==> config.mk <==
export PLATFORM = sky130hd
export DESIGN_NAME = sys_tohost_slv
export DESIGN_NICKNAME = d
export VERILOG_FILES = /design/src/rtl/sys_tohost_slv.sv
export SDC_FILE = /design/constraint.sdc
export NUM_CORES = 1
export LEC_CHECK = 0
export BUFFER_PORTS_ARGS = -buffer_cell sky130_fd_sc_hd__buf_2
export CAP_MARGIN = 20
export CORE_ASPECT_RATIO = 1.1
export CORE_MARGIN = 2
export CORE_UTILIZATION = 52
export DETAILED_ROUTE_END_ITERATION = 6
export HOLD_SLACK_MARGIN = 0.12
export PLACE_DENSITY = 0.77
export SKIP_CTS_REPAIR_TIMING = 1
export SLEW_MARGIN = 20
export SYNTH_ARGS = -nofsm -noshare
export SYNTH_HDL_FRONTEND = slang
export SYNTH_SLANG_ARGS = --single-unit
==> constraint.sdc <==
create_clock -name clock -period 8.4 [get_ports clock]
set_input_delay 0.42 -clock clock [delete_from_list [all_inputs] [get_ports clock]]
set_output_delay 0.42 -clock clock [all_outputs]
set_load 0.05 [all_outputs]
==> src/rtl/sys_tohost_slv.sv <==
// AXI4-Lite 64-bit system-channel slave: tohost mailbox, console byte FIFO, status and cycle counter.
// Lets a simulation harness end the run from the software's own tohost write.
module sys_tohost_slv #(
  parameter logic [31:0] BASE    = 32'h2000_0000,
  parameter int unsigned FIFO_DP = 16,
  parameter logic [63:0] TIMEOUT = 64'd500000
) (
  input  logic        clock,
  input  logic        reset,
  input  logic        sys_aw_valid,
  output logic        sys_aw_ready,
  input  logic [31:0] sys_aw_addr,
  input  logic        sys_w_valid,
  output logic        sys_w_ready,
  input  logic [63:0] sys_w_data,
  input  logic [7:0]  sys_w_strb,
  output logic        sys_b_valid,
  input  logic        sys_b_ready,
  output logic [1:0]  sys_b_rsp,
  input  logic        sys_ar_valid,
  output logic        sys_ar_ready,
  input  logic [31:0] sys_ar_addr,
  output logic        sys_r_valid,
  input  logic        sys_r_ready,
  output logic [63:0] sys_r_data,
  output logic [1:0]  sys_r_rsp,
  output logic        char_valid,
  input  logic        char_ready,
  output logic [7:0]  char_data,
  output logic        done,
  output logic        pass,
  output logic [62:0] exit_code,
  output logic        timeout
);

  localparam int unsigned AW = $clog2(FIFO_DP);
  localparam int unsigned PW = AW + 1;
  localparam logic [1:0] RspOkay   = 2'b00;
  localparam logic [1:0] RspSlverr = 2'b10;

  // Returns {hit, register index}; misses cover out-of-window and unaligned offsets.
  function automatic logic [2:0] decode(input logic [31:0] addr);
    logic [31:0] off;
    off = addr - BASE;
    return {(off[31:5] == 27'd0) && (off[2:0] == 3'd0), off[4:3]};
  endfunction

  // Write channel state
  logic        aw_held_q, w_held_q, w_strb0_q;
  logic [31:0] aw_addr_q;
  logic [63:0] w_data_q;
  logic        b_valid_q;
  logic [1:0]  b_rsp_q;

  // Read channel state
  logic        r_valid_q;
  logic [63:0] r_data_q;
  logic [1:0]  r_rsp_q;

  // Register file state
  logic        done_q, pass_q, timeout_q, overflow_q;
  logic [62:0] exit_code_q;
  logic [63:0] cnt_q;

  // Console FIFO
  logic [7:0]    mem_q [FIFO_DP];
  logic [PW-1:0] wr_ptr_q, rd_ptr_q, fifo_cnt;
  logic          fifo_empty, fifo_full, push, pop, push_ok, ovf_set;

  logic        aw_hs, w_hs, ar_hs, wr_fire, wr_strb0, tohost_we, status_clr;
  logic [31:0] wr_addr;
  logic [63:0] wr_data, rd_data_d, status_word;
  logic [2:0]  wr_dec, rd_dec;
  logic [1:0]  rd_rsp_d;
  logic [7:0]  cnt8;
  logic        unused_strb;

  assign unused_strb = ^sys_w_strb[7:1];

  assign sys_aw_ready = !aw_held_q && !b_valid_q && !reset;
  assign sys_w_ready  = !w_held_q && !b_valid_q && !reset;
  assign sys_ar_ready = !r_valid_q && !reset;

  assign aw_hs = sys_aw_valid && sys_aw_ready;
  assign w_hs  = sys_w_valid && sys_w_ready;
  assign ar_hs = sys_ar_valid && sys_ar_ready;

  // A fresh beat on either channel is used directly so a same-cycle capture completes at once.
  assign wr_addr  = aw_held_q ? aw_addr_q : sys_aw_addr;
  assign wr_data  = w_held_q ? w_data_q : sys_w_data;
  assign wr_strb0 = w_held_q ? w_strb0_q : sys_w_strb[0];
  assign wr_fire  = (aw_held_q || aw_hs) && (w_held_q || w_hs) && !b_valid_q;
  assign wr_dec   = decode(wr_addr);

  assign tohost_we = wr_fire && wr_dec[2] && (wr_dec[1:0] == 2'd0) && wr_strb0 &&
                     !done_q && wr_data[0];
  assign push      = wr_fire && wr_dec[2] && (wr_dec[1:0] == 2'd1) && wr_strb0;

  assign fifo_cnt   = wr_ptr_q - rd_ptr_q;
  assign fifo_empty = (fifo_cnt == '0);
  assign fifo_full  = (fifo_cnt == PW'(FIFO_DP));
  assign pop        = !fifo_empty && char_ready;
  assign push_ok    = push && (!fifo_full || pop);
  assign ovf_set    = push && fifo_full && !pop;
  assign cnt8       = 8'(fifo_cnt);

  assign rd_dec      = decode(sys_ar_addr);
  assign status_clr  = ar_hs && rd_dec[2] && (rd_dec[1:0] == 2'd2);
  assign status_word = {48'd0, cnt8, 2'b00, fifo_empty, fifo_full, overflow_q, timeout_q,
                        pass_q, done_q};

  always_comb begin
    rd_data_d = '0;
    rd_rsp_d  = RspSlverr;
    if (rd_dec[2]) begin
      rd_rsp_d = RspOkay;
      unique case (rd_dec[1:0])
        2'd0:    rd_data_d = {exit_code_q, done_q};
        2'd1:    rd_data_d = '0;
        2'd2:    rd_data_d = status_word;
        default: rd_data_d = cnt_q;
      endcase
    end
  end

  always_ff @(posedge clock or posedge reset) begin
    if (reset) begin
      aw_held_q <= 1'b0;
      w_held_q  <= 1'b0;
      aw_addr_q <= '0;
      w_data_q  <= '0;
      w_strb0_q <= 1'b0;
      b_valid_q <= 1'b0;
      b_rsp_q   <= RspOkay;
    end else begin
      if (wr_fire) begin
        aw_held_q <= 1'b0;
        w_held_q  <= 1'b0;
        b_valid_q <= 1'b1;
        b_rsp_q   <= wr_dec[2] ? RspOkay : RspSlverr;
      end else begin
        if (aw_hs) begin
          aw_held_q <= 1'b1;
          aw_addr_q <= sys_aw_addr;
        end
        if (w_hs) begin
          w_held_q  <= 1'b1;
          w_data_q  <= sys_w_data;
          w_strb0_q <= sys_w_strb[0];
        end
        if (b_valid_q && sys_b_ready) b_valid_q <= 1'b0;
      end
    end
  end

  always_ff @(posedge clock or posedge reset) begin
    if (reset) begin
      r_valid_q <= 1'b0;
      r_data_q  <= '0;
      r_rsp_q   <= RspOkay;
    end else if (ar_hs) begin
      r_valid_q <= 1'b1;
      r_data_q  <= rd_data_d;
      r_rsp_q   <= rd_rsp_d;
    end else if (sys_r_ready) begin
      r_valid_q <= 1'b0;
    end
  end

  always_ff @(posedge clock or posedge reset) begin
    if (reset) begin
      done_q      <= 1'b0;
      pass_q      <= 1'b0;
      exit_code_q <= '0;
      timeout_q   <= 1'b0;
      overflow_q  <= 1'b0;
      cnt_q       <= '0;
      wr_ptr_q    <= '0;
      rd_ptr_q    <= '0;
    end else begin
      cnt_q <= cnt_q + 64'd1;
      if (tohost_we) begin
        done_q      <= 1'b1;
        pass_q      <= (wr_data == 64'd1);
        exit_code_q <= wr_data[63:1];
      end
      if ((TIMEOUT != 64'd0) && (cnt_q == TIMEOUT - 64'd1) && !done_q) timeout_q <= 1'b1;
      // A drop in the same cycle as a STATUS read keeps the flag set.
      if (ovf_set)         overflow_q <= 1'b1;
      else if (status_clr) overflow_q <= 1'b0;
      if (push_ok) wr_ptr_q <= wr_ptr_q + PW'(1);
      if (pop)     rd_ptr_q <= rd_ptr_q + PW'(1);
    end
  end

  always_ff @(posedge clock) begin
    if (push_ok) mem_q[wr_ptr_q[AW-1:0]] <= wr_data[7:0];
  end

  assign sys_b_valid = b_valid_q;
  assign sys_b_rsp   = b_rsp_q;
  assign sys_r_valid = r_valid_q;
  assign sys_r_data  = r_data_q;
  assign sys_r_rsp   = r_rsp_q;
  assign char_valid  = !fifo_empty;
  assign char_data   = mem_q[rd_ptr_q[AW-1:0]];
  assign done        = done_q;
  assign pass        = pass_q;
  assign exit_code   = exit_code_q;
  assign timeout     = timeout_q;

endmodule

==> impl_metrics.json, run 1 <==
{
  "ioPinCount": 292,
  "drt_pre_antenna_iters": 6,
  "place_hpwl_um": 35540,
  "final.setup.tns_ns": 0,
  "slowest_stage": "dfrtp_2",
  "finalSetupViolCount": 0,
  "slowest_delay_ns": 0.94,
  "drcViolationCount": 0,
  "clockRootBuffer": "clkbuf_16",
  "pre_cts_ws_ns": 4.164,
  "core_sq_um": 36080,
  "syn_area_sq_um": 19010,
  "synthCells": 1472,
  "grtUsageTotal_pct": 26.43,
  "cp.arrival_ns": 4.10,
  "antenna_found_initial": 10,
  "fin_crit_sh_pct": 46.62,
  "synth_warnings": 0,
  "final_cell_mix": "dfrtp_1, buf_2, edfxtp_1, mux2_2, nand2_1",
  "die_w_um": 186.3,
  "rsz0062_at_grt": "false",
  "stdcell_count": 2277,
  "start_kind": "flip-flop",
  "path_max_fanout": 37,
  "die_area_sq_um": 38100,
  "clk_pin_slew_ns": 0.06,
  "synth-seq-area-share_pct": 60.76,
  "cp-end-kind": "flip-flop",
  "fill_cells": 2735,
  "cts_tree": "yes",
  "p_per_area_nw_per_um2": 271.7,
  "synth_flop_cell": "dfrtp_1",
  "async_flop_share_pct": 70.64,
  "synth.distinct_cells": 58,
  "overflow": 0,
  "drt_iter0_markers": 1199,
  "clk_latency_ns": 0.57,
  "min_period_ns": 3.916,
  "grt_pass1_vias": 13190,
  "clock.fmax_mhz": 255.4,
  "cts_num_sinks": 436,
  "num_vias": 13377,
  "fin_skew_ns": 0.03584,
  "holdPathStages": 2,
  "vdd_drop_max_mv": 0.1844,
  "cap_viol_max_count": 0,
  "cts_buffers": 44,
  "tightest_slew_ns": 1.070,
  "worst-setup-path-type": "reg2reg",
  "hp-class": "in2reg",
  "wl_um": 50860,
  "nets": 1905,
  "dp.cells": 2167,
  "synth_edf_count": 128,
  "hold_violations": 0,
  "final_common_cell": "dfrtp_1",
  "die_y_um": 204.5,
  "clk_path_buf_depth": 3,
  "reg2reg_depth": 8,
  "grt_max_degree": 173,
  "wl_per_cell_um": 22.34,
  "slew_headroom_pct": 28.69,
  "cp_data_required_time_ns": 8.59,
  "syn_to_final_growth_pct": 18.46,
  "initial_core_util_pct": 52.69,
  "syn_avg_cell_area_sq_um": 12.91,
  "path_cells": "inv_1 > ha_1 > nand2_1 > o21ai_0 > xor2_1 > and4bb_2 > nor3_2 > and3_1",
  "drive_gt1_share_pct": 30.36,
  "drtAntennaViolNets": 0,
  "routed_via_density": 5.875,
  "synth_seq_cells": 436,
  "place_congestion": 0.8920,
  "grt_pass1_wl_um": 77470,
  "cts_max_level": 2,
  "fin_ws_ns": 4.484,
  "rows": 73,
  "finalMaxSlewViolations": 0,
  "p_leak_uw": 0.009759,
  "outcome": "complete, no violations",
  "io_buffers": 282
}
[worst paths after layout]
check | from | slack, ns | to
hold / removal | sys_w_data[52] | 0.12 | w_data_q[52]
min in group asynchronous | reset | 0.56 | aw_addr_q[6]
max in group asynchronous | reset | 5.88 | rd_ptr_q[1]
hold reg to reg | sys_r_data[6] | 0.47 | sys_r_data[6]
setup reg to reg | rd_ptr_q[1] | 4.48 | mem_q[1][6]
setup / recovery | rd_ptr_q[1] | 4.48 | mem_q[1][6]
[synth_stat cells (all sizes together), types with 2 or more instances]
master / count / share of area [%]
dfrtp: 308 / 41
nor3b: 3 / 0.12
mux4: 40 / 4.7
buf: 32 / 0.85
and4: 9 / 0.41
xnor2: 47 / 2.2
inv: 21 / 0.41
nor3: 19 / 0.58
nor2b: 11 / 0.36
mux2: 111 / 6.6
o21ai: 72 / 1.9
a21oi: 64 / 1.7
or3: 2 / 0.066
or4: 5 / 0.22
edfxtp: 128 / 20
nand2: 104 / 2.1
a22oi: 59 / 2.3
nor4: 55 / 2.0
nor4b: 12 / 0.55
and3: 27 / 0.89
nand2b: 2 / 0.066
xor2: 27 / 1.2
nor2: 92 / 1.8
mux2i: 61 / 3.2
clkbuf: 54 / 1.1
ha: 10 / 0.66
a221oi: 3 / 0.17
nand3: 44 / 1.2
a31oi: 2 / 0.066
and2: 5 / 0.16
nand4: 27 / 0.92
[cell type report]
type / count / area (sq um) / area share, %
flip-flops and latches: 436 / 11560 / 51.32
inverters: 21 / 82.58 / 0.3667
well taps: 487 / 609.3 / 2.706
repair buffers: 317 / 1747 / 7.756
clock inverters: 25 / 241.5 / 1.072
diodes: 5 / 12.51 / 0.05556
clock buffers: 56 / 1220 / 5.417
multi-input cells: 930 / 7049 / 31.30
[state kept, by name (all words and copies together) (netlist names), 5 cells and up]
register / cells
wr_ptr_q: 5
sys_r_data: 64
aw_addr_q: 32
cnt_q: 64
exit_code: 63
mem_q: 128
w_data_q: 64
rd_ptr_q: 5
[metrics by stage]
| step | power (uW) | util, % | cell area (sq um) | hold slack (ns) |
|---|---|---|---|---|
| global placement | 4111 | 57.64 | 20790 | 0.4602 |
| global route | 6362 | 62.40 | 22510 | 0.1186 |
| floorplan | 3776 | - | 19020 | 0.4583 |
| detailed placement | 4172 | 57.65 | 20800 | 0.4661 |
| CTS | 6143 | 61.70 | 22260 | 0.003620 |
| finish | 6118 | 62.42 | 22520 | 0.1171 |
[power by group]
group	leakage, uW	internal (uW)	switching, uW
Sequential	0.00522	2510	252
Combinational	0.00382	640	745
Clock	0.000721	1150	824
[worst max-delay path, delay by kind of cell (launching register included)]
| family | cells | cell delay, ns |
|---|---|---|
| AOI/OAI and AO/OA | 1 | 0.22 |
| xor gates and xnor gates | 1 | 0.31 |
| adders and majority gates | 1 | 0.31 |
| buffers and inverters | 1 | 0.11 |
| DFF | 1 | 0.94 |
| and+or+nand+nor | 4 | 1.65 |
[routing by layer]
layer,track usage (%),wire [um],part of all wire [%]
met1,34.11,19650,39
met3,6.065,3887,7.6
met5,0,68,0.13
met2,42.78,24980,49
met4,12.49,2273,4.5
[kinds of logic (layout without fill, tap and decap cells)]
| family | after synthesis | after routing | share of synthesized area, % |
|---|---|---|---|
| and+or+nand+nor | 421 | 421 | 11.60 |
| muxes | 212 | 212 | 14.53 |
| AOI/OAI and AO/OA | 210 | 210 | 6.582 |
| other | 1 | 7 | 0.01973 |
| adders and majority gates | 11 | 11 | 0.7635 |
| buffers and inverters | 107 | 419 | 2.337 |
| xor gates and xnor gates | 74 | 74 | 3.409 |
| DFF | 436 | 436 | 60.76 |
Power figures use the tool's default switching activity.
==> run 2, diff against run 1 <==
Settings changed: ABC_AREA set to 1, PLACE_DENSITY 0.77 to 0.76.
Clock period 8.4 ns to 3.3 ns, I/O delays scaled along.
==> run 2 against run 1 <==
  * Sequential share of layout area shrank 5.9 points
  * Flip-flop and latch count is the same
  * Non-clock buffer count grew 126
  * First-iteration DRC count grew 34%
  * Final cell count grew 44%
  * Cell area grew 13%
  * Die area grew 9.1%
  * Count of clock-buffer cells in the layout grew 2
  * Sequential power grew 140%
  * Power grew to 2.7 times the previous value
  * Clock power grew to 2.7 times the previous value
  * Register-to-register slack lost 4.1 ns
  * Critical path type is now reg2out
==> impl_metrics.json, run 2 <==
{
  "outcome": "complete, no violations",
  "hold_end": "sys_r_data[3]",
  "clockPowerShare_pct": 32.1,
  "core_sq_um": 39270,
  "drt_iter0_markers": 1601,
  "fin_util_pct": 64.72,
  "async_flop_share_pct": 70.64,
  "clk_latency_ns": 0.59,
  "synth_edf_count": 128,
  "syn_area_sq_um": 20770,
  "p_sw_share_pct": 35.11,
  "cap_viol_max_count": 0,
  "synth_warnings": 0,
  "die_y_um": 213.6,
  "p_per_area_nw_per_um2": 658.4,
  "worstReg2RegEnd": "mem_q[8][6]",
  "nets": 2878,
  "path_max_fanout": 67,
  "synthTopCellsByCount": "nand2_1, dfrtp_1, nor2_1",
  "synth_flop_cell": "dfrtp_1",
  "wl_per_cell_um": 20.36,
  "fin_ws_ns": 0.2423,
  "synth_seq_cells": 436,
  "stdcell_count": 3269,
  "clk_pin_slew_ns": 0.06,
  "critPathBufInv": 4,
  "io_buffers": 282,
  "hp-class": "in2reg",
  "yosys.cell_count.top_type": "nand2_1",
  "rrSetupSlack_ns": 0.38,
  "rsz0062_at_grt": "false",
  "min_period_ns": 3.058,
  "antenna_found_initial": 3,
  "hp-start": "sys_ar_addr[20]",
  "fill_cells": 3126,
  "cts_buffers": 45,
  "cp.arrival_ns": 2.89,
  "drcViolationCount": 0,
  "cts_max_level": 2,
  "start_kind": "flip-flop",
  "cpLargestDelayFamily": "buffers and inverters",
  "finalSetupViolCount": 0,
  "initial_core_util_pct": 52.90,
  "dp.cells": 3074,
  "drt_pre_antenna_iters": 7,
  "drive_gt1_share_pct": 18.56,
  "syn_to_final_growth_pct": 22.34,
  "die_w_um": 194.6,
  "finalPower_uw": 16730,
  "hold_violations": 0,
  "slowest_stage": "buf_6",
  "cp-end-kind": "primary output",
  "synth-seq-area-share_pct": 55.60,
  "rows": 76,
  "pre_cts_ws_ns": 0.4726,
  "routed_via_density": 5.623,
  "fin_crit_sh_pct": 92.66,
  "worst-setup-path-type": "reg2out",
  "p_switching_uw": 5874,
  "place_congestion": 0.9628,
  "final_cell_mix": "nand2_1, dfrtp_1, buf_2, nor2_1, inv_1",
  "fin_skew_ns": 0.02277,
  "synth_area_leader_cell": "dfrtp_1",
  "slowest_delay_ns": 0.40,
  "synthCells": 2331,
  "seqPwrFrac_pct": 40.4,
  "cts_tree": "yes",
  "p_leak_uw": 0.01177,
  "p_int_uw": 10860,
  "slew_headroom_pct": 21.53,
  "num_vias": 18382,
  "finalMaxSlewViolations": 0,
  "syn_avg_cell_area_sq_um": 8.912,
  "synth.distinct_cells": 47,
  "clk_path_buf_depth": 3,
  "wl_um": 66550,
  "cts_num_sinks": 436,
  "pwr-share-comb_pct": 27.5,
  "yosysTopAreaCellShare_pct": 37.10,
  "place_hpwl_um": 47270,
  "r2r_start": "wr_ptr_q[0]",
  "final.setup.tns_ns": 0,
  "reg2reg_depth": 11,
  "grt_pass1_vias": 17038,
  "worst-path-stages": 8,
  "final_common_cell": "nand2_1",
  "die_area_sq_um": 41570,
  "drtAntennaViolNets": 0,
  "vdd_drop_max_mv": 0.5227,
  "clock.fmax_mhz": 327.0,
  "grtUsageTotal_pct": 30.78,
  "tightest_slew_ns": 1.176,
  "grt_pass1_wl_um": 97160,
  "path_cells": "buf_6 > inv_1 > buf_12 > o21ai_0 > o22ai_1 > o211ai_1 > nand3_1 > buf_2",
  "grt_max_degree": 112,
  "yosys-top-cells-area": "dfrtp_1, edfxtp_1, nand2_1, o21ai_0, nor2_1",
  "clockRootBuffer": "clkbuf_16",
  "ioPinCount": 292,
  "cp_data_required_time_ns": 3.13,
  "holdPathStages": 5,
  "largest_reg_flops": 128,
  "overflow": 0
}
-- run 2: worst reg2reg max path, stage by stage, from the launching register on --
cell	delay [ns]
dfrtp_1	0.42
inv_1	0.12
ha_1	0.23
fa_1	0.40
nand3b_1	0.19
nand2_1	0.09
xnor2_1	0.14
nor2_1	0.07
nand2_1	0.27
nand3_4	0.25
nor3_1	0.23
buf_4	0.21
-- run 2: how the worst max path moves through the flow --
stage | from | end | slack [ns]
2_1_floorplan | reset | mem_q[12][0] | 0.16
3_3_place_gp | wr_ptr_q[0] | mem_q[10][4] | 0.54
3_5_place_dp | wr_ptr_q[0] | mem_q[1][7] | 0.47
4_1_cts | rd_ptr_q[0] | char_data[7] | 0.06
5_1_grt | rd_ptr_q[0] | char_data[7] | 0.1
6_report | rd_ptr_q[0] | char_data[7] | 0.24
-- run 2: through the flow --
stage	area [sq um]	hold WS [ns]
floorplan	20790	0.2614
global placement	22770	0.1652
detailed placement	22770	0.1656
CTS	24310	-0.4564
global route	25420	0.1243
finish	25420	0.08635
-- run 2: cell type report --
class | count | area, sq um | area share, %
well taps | 507 | 634.4 | 2.496
flip-flops and latches | 436 | 11550 | 45.46
multi-input cells | 1556 | 7794 | 30.67
inverters | 241 | 919.6 | 3.618
clock buffers | 58 | 1245 | 4.898
diodes | 3 | 7.507 | 0.02954
clock inverters | 25 | 301.5 | 1.186
repair buffers | 443 | 2959 | 11.64
-- run 2: cell families after synthesis --
kind of cell    Yosys count  share of synthesized area, %
other cells               1                       0.01805
simple gates           1064                         21.93
xor+xnor                 72                         3.035
fa+ha+maj                11                        0.6986
buf+inv                 340                         7.046
flops                   436                         55.60
compound gates          397                         11.13
mux                      10                        0.5420
-- run 2: per-layer routing --
layer	wire length, um	vias up	track usage, %
li1	-	8467	-
met1	26910	8778	40.41
met2	31080	971	49.28
met3	5600	166	6.700
met4	2961	0	14.56
met5	0	-	0
-- run 2: power by group through the flow --
| stage | Combinational [uW] | Sequential, uW | Clock (uW) |
|---|---|---|---|
| final | 4600 | 6760 | 5370 |
| after global routing | 5020 | 6830 | 5640 |
| after CTS | 4420 | 6740 | 5410 |
| after detailed placement | 4400 | 6830 | 0 |
| after global placement | 4290 | 6800 | 0 |
| after floorplan | 3110 | 6700 | 0 |
